**src/rtl/ransac_fixed.sv**
```systemverilog
// Fixed-point number format shared by the RANSAC plane-fit datapath.
package ransac_fixed;

  typedef logic signed [15:0] fixed_t;

  function automatic int unsigned value_bits();
    return $bits(fixed_t);
  endfunction

endpackage

```
**src/rtl/inlier_tally_if.sv**
```systemverilog
// Sample stream in, tally result out for inlier_tally.
interface inlier_tally_if #(
  parameter int unsigned count_bits = 16,
  parameter type         fixed_t    = ransac_fixed::fixed_t
);

  logic                  start;
  fixed_t                threshold;
  logic                  in_valid;
  logic                  in_last;
  fixed_t                distance;
  logic                  count_valid;
  logic                  count_ready;
  logic [count_bits-1:0] inlier_count;
  logic [count_bits-1:0] sample_count;
  logic                  busy;
  logic                  overrun;

  modport slave (
    input  start, threshold, in_valid, in_last, distance, count_ready,
    output count_valid, inlier_count, sample_count, busy, overrun
  );

  modport master (
    output start, threshold, in_valid, in_last, distance, count_ready,
    input  count_valid, inlier_count, sample_count, busy, overrun
  );

endinterface

```
**src/rtl/inlier_tally.sv**
```systemverilog
// Counts samples and inliers (|distance| <= threshold) over one plane's point set,
// then holds the result until the consumer takes it.
module inlier_tally #(
  parameter int unsigned count_bits = 16,
  parameter type         fixed_t    = ransac_fixed::fixed_t
) (
  input  logic           clock,
  input  logic           reset_n,
  inlier_tally_if.slave  bus
);

  localparam int unsigned W = $bits(fixed_t);

  typedef enum logic [1:0] {IDLE, COLLECT, DONE} state_t;

  state_t                state;
  state_t                state_next;
  logic [W-1:0]          thr_q;
  logic [W-1:0]          dist_mag;
  logic                  is_inlier;
  logic                  accept_start;
  logic                  take_sample;
  logic [count_bits-1:0] inl_q;
  logic [count_bits-1:0] smp_q;
  logic                  overrun_q;
  logic                  busy_q;
  logic                  cv_q;

  always_comb begin
    state_next   = state;
    accept_start = 1'b0;
    take_sample  = 1'b0;
    unique case (state)
      IDLE: begin
        accept_start = bus.start;
        if (bus.start) state_next = COLLECT;
      end
      COLLECT: begin
        take_sample = bus.in_valid;
        if (bus.in_valid && bus.in_last) state_next = DONE;
      end
      DONE: begin
        if (bus.count_ready) state_next = IDLE;
      end
      default: state_next = IDLE;
    endcase
  end

  // Most negative code has no positive twin; clamp its magnitude to the max positive code.
  always_comb begin
    dist_mag = bus.distance;
    if (bus.distance[W-1]) begin
      if (bus.distance[W-2:0] == '0) dist_mag = {1'b0, {(W-1){1'b1}}};
      else                           dist_mag = (~bus.distance) + 1'b1;
    end
    is_inlier = !thr_q[W-1] && (dist_mag <= thr_q);
  end

  // busy/count_valid are registered from the next state so outputs come straight from flops.
  always_ff @(posedge clock or negedge reset_n) begin
    if (!reset_n) begin
      state  <= IDLE;
      busy_q <= 1'b0;
      cv_q   <= 1'b0;
    end else begin
      state  <= state_next;
      busy_q <= (state_next == COLLECT);
      cv_q   <= (state_next == DONE);
    end
  end

  always_ff @(posedge clock or negedge reset_n) begin
    if (!reset_n) begin
      thr_q     <= '0;
      inl_q     <= '0;
      smp_q     <= '0;
      overrun_q <= 1'b0;
    end else if (accept_start) begin
      thr_q     <= bus.threshold;
      inl_q     <= '0;
      smp_q     <= '0;
      overrun_q <= 1'b0;
    end else begin
      if (take_sample) begin
        if (smp_q != '1)               smp_q <= smp_q + 1'b1;
        if (is_inlier && inl_q != '1)  inl_q <= inl_q + 1'b1;
      end
      if (bus.in_valid && state != COLLECT) overrun_q <= 1'b1;
    end
  end

  assign bus.count_valid  = cv_q;
  assign bus.busy         = busy_q;
  assign bus.inlier_count = inl_q;
  assign bus.sample_count = smp_q;
  assign bus.overrun      = overrun_q;

endmodule

```
**src/flat_wrapper.sv**
```systemverilog
// flat-port wrapper written by rule: the top's interface ports become plain ports
module inlier_tally_flat 
#(
  parameter int unsigned count_bits = 16,
  parameter type         fixed_t    = ransac_fixed::fixed_t
)
  (clock, reset_n, bus_start, bus_threshold, bus_in_valid, bus_in_last, bus_distance, bus_count_ready, bus_count_valid, bus_inlier_count, bus_sample_count, bus_busy, bus_overrun);
  inlier_tally_if #(.count_bits(count_bits), .fixed_t(fixed_t)) bus_i ();
  input  logic clock;
  input  logic reset_n;
  input wire logic [$bits(bus_i.start)-1:0] bus_start;
  input wire logic [$bits(bus_i.threshold)-1:0] bus_threshold;
  input wire logic [$bits(bus_i.in_valid)-1:0] bus_in_valid;
  input wire logic [$bits(bus_i.in_last)-1:0] bus_in_last;
  input wire logic [$bits(bus_i.distance)-1:0] bus_distance;
  input wire logic [$bits(bus_i.count_ready)-1:0] bus_count_ready;
  output wire logic [$bits(bus_i.count_valid)-1:0] bus_count_valid;
  output wire logic [$bits(bus_i.inlier_count)-1:0] bus_inlier_count;
  output wire logic [$bits(bus_i.sample_count)-1:0] bus_sample_count;
  output wire logic [$bits(bus_i.busy)-1:0] bus_busy;
  output wire logic [$bits(bus_i.overrun)-1:0] bus_overrun;
  assign bus_i.start = bus_start;
  assign bus_i.threshold = bus_threshold;
  assign bus_i.in_valid = bus_in_valid;
  assign bus_i.in_last = bus_in_last;
  assign bus_i.distance = bus_distance;
  assign bus_i.count_ready = bus_count_ready;
  assign bus_count_valid = bus_i.count_valid;
  assign bus_inlier_count = bus_i.inlier_count;
  assign bus_sample_count = bus_i.sample_count;
  assign bus_busy = bus_i.busy;
  assign bus_overrun = bus_i.overrun;
  inlier_tally #(.count_bits(count_bits), .fixed_t(fixed_t)) u_core (.clock(clock), .reset_n(reset_n), .bus(bus_i));
endmodule
```
**config.mk**
```make
export PLATFORM = sky130hd
export DESIGN_NAME = inlier_tally_flat
export DESIGN_NICKNAME = d
export VERILOG_FILES = /design/src/rtl/ransac_fixed.sv /design/src/rtl/inlier_tally_if.sv /design/src/rtl/inlier_tally.sv /design/src/flat_wrapper.sv
export SDC_FILE = /design/constraint.sdc
export NUM_CORES = 1
export LEC_CHECK = 0
export CAP_MARGIN = 25
export CORE_MARGIN = 4
export CORE_UTILIZATION = 55
export DETAILED_ROUTE_END_ITERATION = 6
export GPL_ROUTABILITY_DRIVEN = 0
export GPL_TIMING_DRIVEN = 0
export PLACE_DENSITY = 0.93
export SLEW_MARGIN = 10
export SYNTH_ARGS = -nofsm -noshare
export SYNTH_HDL_FRONTEND = slang
export SYNTH_SLANG_ARGS = --single-unit
```
**constraint.sdc**
```tcl
create_clock -name clock -period 4.1 [get_ports clock]
set_input_delay 0.82 -clock clock [delete_from_list [all_inputs] [get_ports clock]]
set_output_delay 0.82 -clock clock [all_outputs]
set_load 0.1 [all_outputs]
```
==> results of run 1 <==
==> worst max-delay path: stages <==
cell and delay, ps:
dlygate4sd2_1 270, or4_4 540, nor3_4 150, buf_4 160, and2_4 190, o21a_1 140, nor2_1 50, a31oi_1 190
ha_1 290, a21oi_2 140, o21a_1 140, nor3_1 70, o31a_1 340, buf_6 150, buf_4 130, or4_1 460
nand2_1 80
==> registers in the layout (all words and copies together), names as in the netlist <==
name,count
u_core.bus.count_valid,1
u_core.bus.overrun,1
u_core.state,2
u_core.bus.busy,1
u_core.thr_q,16
u_core.bus.sample_count,16
u_core.bus.inlier_count,16
==> worst max path at each step <==
stage	end	startpoint	slack, ps
floorplan	u_core.bus.inlier_count[15]	bus_distance[3]	170
global placement	u_core.bus.inlier_count[15]	bus_distance[2]	-710
detailed placement	u_core.bus.inlier_count[15]	bus_distance[2]	-870
CTS	u_core.bus.inlier_count[8]	bus_distance[6]	1
global route	u_core.bus.inlier_count[11]	bus_distance[4]	-60
finish	u_core.bus.inlier_count[11]	bus_distance[12]	40
==> metal layers <==
| metal | vias up | part of all wire [%] |
|---|---|---|
| met1 | 1716 | 38 |
| met4 | 0 | 4.5 |
| met5 | - | 0 |
| met3 | 57 | 8.5 |
| li1 | 1634 | - |
| met2 | 228 | 49 |
==> logic make-up (layout without fill, tap and decap cells) <==
family,after synthesis,count (layout)
fa+ha+maj,19,19
compound gates,99,99
mux,1,1
simple gates,180,180
flops,53,53
xor+xnor,11,11
buf+inv,35,135
==> power by group <==
part | internal, mW | switching [mW] | total, mW
clock network | 0.153 | 0.174 | 0.327
registers | 0.633 | 0.0642 | 0.697
logic | 0.355 | 0.700 | 1.06
total | 1.14 | 0.938 | 2.08
==> synthesized netlist by cell type, drive strengths merged (3+ instances only) <==
cell type and instances:
xor2 5, a221o 6, clkbuf 10, nor4 5
ha 19, and3 7, or3 6, nand4 7
o31ai 6, and2 4, nor3 14, dfrtp 53
a21oi 23, a31oi 5, o21a 4, nand2b 3
buf 5, nand3 23, o41ai 3, inv 20
or4 6, nor2 36, xnor2 6, a211oi 3
nand2 58, o21ai 38
==> through the flow <==
step	power (mW)	utilization (%)
after global placement	1.59	70.5
after floorplan	1.36	-
final	2.08	76.7
after detailed placement	1.64	70.7
after global routing	2.21	76.7
after CTS	2.03	75.1
==> final cells by class <==
| type | count | area, sq um |
|---|---|---|
| flip-flops and latches | 53 | 1330 |
| multi-input cells | 310 | 2040 |
| clock buffers | 7 | 96.3 |
| repair buffers | 92 | 848 |
| plain buffers | 15 | 83.8 |
| well taps | 75 | 93.8 |
| clock inverters | 1 | 5.00 |
| fillers | 414 | 1390 |
| inverters | 20 | 75.1 |
==> what timing repair did <==
item                       4_1_cts  5_1_grt
pin swaps                       12       17
setup buffers                   12        8
hold endpoints to repair         0        0
setup endpoints to repair       16       16
resized for setup               30       31
==> key figures, run 1 <==
Timing
  • Slew @ Worst Pin: 987 ps
  • Min Hold Slack: 448 ps
  • FMAX: 247 MHz
  • Final setup violation count: 0
  • Layout Skew: 13.3 ps
  • TNS Setup: 0 ps
  • Slew Limit Fails: 0
  • Final hold vios: 0
  • Crit share post-route: 98.9%
  • Worst rel slew slack: 34.0%
  • Final WS setup: 43.2 ps
  • Min Tclk post-route: 4060 ps

Run
  • Max-cap violations: 0

Layout
  • Most frequent cells in the layout: clkdlybuf4s50_1 (57), nand2_1 (56), dfrtp_1 (53), o21ai_0 (35), nor2_1 (34)
  • NumNets Final: 554
  • ANT cells: 0
  • Area delta synth->final: 34.7%
  • Final cell area excluding filler cells: 4570 sq um
  • Share of layout cells above drive strength 1: 15.5%
  • Final std cells w/o fill: 573
  • Commonest non-fill, non-tap cell in the layout: clkdlybuf4s50_1

Setup path
  • Worst setup SP type: input port
  • CP Capture Type: register
  • R2R Path End: u_core.bus.inlier_count[11]
  • Reg2reg setup slack: 1650 ps
  • Worst R2R Start: u_core.thr_q[11]
  • Worst-path fanout max: 7
  • Worst EP arrival: 4310 ps
  • R2R depth: 10
  • CP required: 4350 ps
  • Crit Path Class: in2reg

Hold path
  • Hold Crit Class: in2async

Clocking
  • Clk sinks: 53
  • Clock root buffer: clkbuf_8
  • CTS tree: built
  • Hold buffers post-CTS: 0
  • Worst skew pair latency: 310 ps
  • Cts bufs inserted: 5
  • Max clock buf depth: 2
  • Clk slew on worst S/H paths: 100 ps
  • # H-tree levels: 2

Floorplanning
  • Initial Utilization: 57.0%
  • Die X: 86.5 um
  • Row Count: 28
  • Die Y: 86.5 um
  • Die area: 7490 sq um
  • IO Count: 73
  • Area of the core: 5960 sq um

Power
  • Leakage: 1.97 nW
  • Peak supply drop: 0.403 mV
  • Power Density: 455 nW/um^2

Global routing
  • M3 GR Usage: 5.32%
  • GRT Residual Overflow: 0
  • GR peak layer: met2
  • GRT Util Overall: 26.1%
  • Wire length of the first global-routing pass: 15.8 mm
  • Vias in the first global route: 3386
  • Antenna violations before repair: 0
  • Largest net degree at the start of global routing: 37
  • Met1 Track Usage GR: 33.1%
  • Met2 Use GR: 43.9%

Logic synthesis
  • Synth area leaders: dfrtp_1 (39%), ha_1 (7.0%), nand2_1 (6.4%)
  • Post-Synth Adder-Cell Area: 7.01%
  • #FFs+latches synth: 53
  • Yosys warns: 0
  • Mux cell area share after synthesis: 0.332%
  • Synthesized cell area: 3390 sq um
  • Post-synthesis area per instance: 8.52 sq um
  • Prevailing post-synth register cell: dfrtp_1
  • Netlist cell types: 55
  • Largest family of logic cells by synthesized area: simple AND/OR/NAND/NOR gates
  • Cell count after synthesis: 398
  • Largest area contributor in the netlist: dfrtp_1
  • XOR/XNOR Fraction of Synth Area: 2.84%
  • Share of flip-flops with an asynchronous set or reset: 100%
  • Post-Synth Simple-Gate Area: 27.3%
  • Number of synthesized flops with an enable pin: 0
  • Synth Area in Compound Gates: 19.0%
  • Sequential area share after synthesis: 39.1%
  • Top-area cell type share of the netlist area: 39.1%
  • Mapped Nets: 455

Drt
  • Vias/cell: 6.34
  • WL/cell: 17.5 um
  • # DRC: 0
  • Routed wire length: 10.0 mm
  • First-pass detailed-route iteration total: 7
  • Antenna violation net count after detailed routing: 0
  • Vias: 3635
  • Iter 0 DRT Violations: 288

Placed design
  • I/O Buffers: 71
  • Placed cells: 545
  • HPWL after DPL: 6.71 mm
  • Pre-CTS WS: -869 ps
  • Placed cell area: 4210 sq um

Status
  • Status: completed
No activity file was read; power rests on OpenSTA's default activity.
==> run 2, diff against run 1 <==
MAX_ROUTING_LAYER = met4   (was unset)
==> run 2 against run 1 <==
The flow now finishes with violations (DRC, setup timing). Sequential share of layout area about the same. First-iteration DRC count increased by 40%. Register-to-register slack is essentially flat. Largest power group unchanged. Highest routed layer unchanged.
==> key figures, run 2 (same netlist as run 1, synthesis figures left out) <==
Status
  • Status: complete, but fails checks (was completed)
  • Violated checks: DRC, setup timing

Layout
  • Commonest non-fill, non-tap cell in the layout: clkdlybuf4s50_1 (unchanged)
  • Final cell area excluding filler cells: 4570 sq um (about the same)
  • NumNets Final: 553 (was 554)
  • Most frequent cells in the layout: clkdlybuf4s50_1 (57), nand2_1 (55), dfrtp_1 (53), o21ai_0 (35), nor2_1 (34) (was clkdlybuf4s50_1 (57), nand2_1 (56), dfrtp_1 (53), o21ai_0 (35), nor2_1 (34))
  • Final core utilization: 76.8% (was 76.7%)
  • ANT cells: 0 (unchanged)
  • Area delta synth->final: 34.8% (was 34.7%)
  • Share of layout cells above drive strength 1: 16.1% (was 15.5%)

Timing
  • Slew @ Worst Pin: 987 ps (about the same)
  • Final WS setup: -20.5 ps (was 43.2 ps)
  • Layout Skew: 13.5 ps (was 13.3 ps)
  • Worst rel slew slack: 34.0% (about the same)
  • Slew Limit Fails: 0 (unchanged)
  • Crit share post-route: 100% (was 98.9%)
  • Final setup violation count: 4 (was 0)
  • Min Tclk post-route: 4120 ps (was 4060 ps)
  • FMAX: 243 MHz (was 247 MHz)
  • Final hold vios: 0 (unchanged)

Floorplanning
  • Area of the core: 5960 sq um (unchanged)
  • IO Count: 73 (unchanged)
  • Die X: 86.5 um (unchanged)
  • Initial Utilization: 57.0% (unchanged)
  • Row Count: 28 (unchanged)
  • Die Y: 86.5 um (unchanged)
  • Die area: 7490 sq um (unchanged)

Setup path
  • Cell Chain, Critical Path: clkdlybuf4s15_1 > or4_4 > nor3_4 > nand2_2 > nand2_2 > inv_1 > a31oi_1 > ha_1 > a21oi_1 > o21a_1 > o221ai_2 > o31a_1 > buf_6 > or4b_1 > a21oi_1 (was dlygate4sd2_1 > or4_4 > nor3_4 > buf_4 > and2_4 > o21a_1 > nor2_1 > a31oi_1 > ha_1 > a21oi_2 > o21a_1 > nor3_1 > o31a_1 > buf_6 > buf_4 > or4_1 > nand2_1)
  • Worst EP arrival: 4350 ps (was 4310 ps)
  • Slowest stage cell, crit path: or4_4 (unchanged)
  • Worst-path fanout max: 7 (unchanged)
  • Crit Path Class: in2reg (unchanged)
  • Worst setup SP type: input port (unchanged)
  • Slowest stage delay, CP: 560 ps (was 540 ps)
  • CP required: 4330 ps (was 4350 ps)
  • Reg2reg setup slack: 1640 ps (was 1650 ps)
  • CP Capture Type: register (unchanged)

Global routing
  • Antenna violations before repair: 0 (unchanged)
  • Vias in the first global route: 3395 (was 3386)
  • GRT Residual Overflow: 0 (unchanged)
  • Wire length of the first global-routing pass: 15.8 mm (about the same)
  • Largest net degree at the start of global routing: 37 (unchanged)
  • GRT Util Overall: 26.8% (was 26.1%)

Clocking
  • Hold buffers post-CTS: 0 (unchanged)
  • # H-tree levels: 2 (unchanged)
  • Worst skew pair latency: 310 ps (about the same)
  • Clk slew on worst S/H paths: 100 ps (about the same)
  • Cts bufs inserted: 5 (unchanged)
  • CTS tree: built (unchanged)
  • Clock root buffer: clkbuf_8 (unchanged)
  • Max clock buf depth: 2 (unchanged)
  • Clk sinks: 53 (unchanged)

Drt
  • First-pass detailed-route iteration total: 7 (unchanged)
  • Iter 0 DRT Violations: 402 (was 288)
  • Antenna violation net count after detailed routing: 0 (unchanged)
  • # DRC: 2 (was 0)
  • WL/cell: 18.0 um (was 17.5 um)
  • Routed wire length: 10.3 mm (was 10.0 mm)
  • Vias/cell: 6.37 (was 6.34)
  • Vias: 3643 (was 3635)

Placed design
  • HPWL after DPL: 6.71 mm (unchanged)
  • Placed cell area: 4210 sq um (unchanged)
  • I/O Buffers: 71 (unchanged)

Power
  • Peak supply drop: 0.401 mV (was 0.403 mV)
  • Leakage: 1.95 nW (was 1.97 nW)
  • Overall power: 2.09 mW (was 2.08 mW)
  • Power Density: 458 nW/um^2 (was 455 nW/um^2)

Run
  • Max-cap violations: 0 (unchanged)

Hold path
  • Hold Crit Class: in2async (unchanged)
run 2: critical path, delay by kind of cell:
kind                     cells  cell delay [ps]
adder cells (fa/ha/maj)      1              270
AO/OA/AOI/OAI                6             1210
AND/OR/NAND/NOR              5             1560
buffers and inverters        3              470
run 2: worst paths after layout:
| check | from | to | depth (start not counted) |
|---|---|---|---|
| max in group asynchronous | reset_n | u_core.thr_q[14] | 2 |
| setup / recovery | bus_distance[11] | u_core.bus.inlier_count[15] | 15 |
| hold / removal | reset_n | u_core.bus.inlier_count[8] | 1 |
| hold reg to reg | u_core.state[1] | u_core.bus.busy | 1 |
| min in group clock | u_core.state[1] | u_core.bus.busy | 1 |
| setup reg to reg | u_core.thr_q[9] | u_core.bus.inlier_count[15] | 9 |
run 2: final cells by class:
type	count	area, sq um
multi-input cells	310	2050
fillers	413	1380
flip-flops and latches	53	1330
repair buffers	91	842
clock buffers	7	96.3
well taps	75	93.8
plain buffers	15	83.8
inverters	20	75.1
clock inverters	1	5.00
run 2: what timing repair did:
action,4_1_cts,5_1_grt
pin swaps,12,20
setup buffers,12,7
hold endpoints to repair,0,0
gates resized for setup,30,35
setup endpoints to repair,16,16
run 2: power breakdown:
group | switching [mW] | internal (mW) | total, mW
Clock | 0.171 | 0.153 | 0.324
Combinational | 0.713 | 0.357 | 1.07
Sequential | 0.0672 | 0.633 | 0.701
Total | 0.951 | 1.14 | 2.09
run 2: per-stage QoR:
step | instances | setup TNS (ps) | hold WS, ps | setup slack (ps)
after floorplan | 398 | 0 | 452 | 169
after global placement | 544 | -10400 | 483 | -712
after detailed placement | 545 | -12960 | 495 | -869
after CTS | 565 | 0 | 455 | 1.46
after global routing | 572 | -1010 | 472 | -101
final | 572 | -46.4 | 438 | -20.5
run 2: metal layers:
layer | track usage, % | vias up | share of wire [%]
met5 | - | - | 0
met4 | 9.77 | 0 | 5.3
met3 | 4.94 | 78 | 7.9
met2 | 44.0 | 220 | 48
met1 | 33.1 | 1716 | 39
li1 | - | 1629 | -
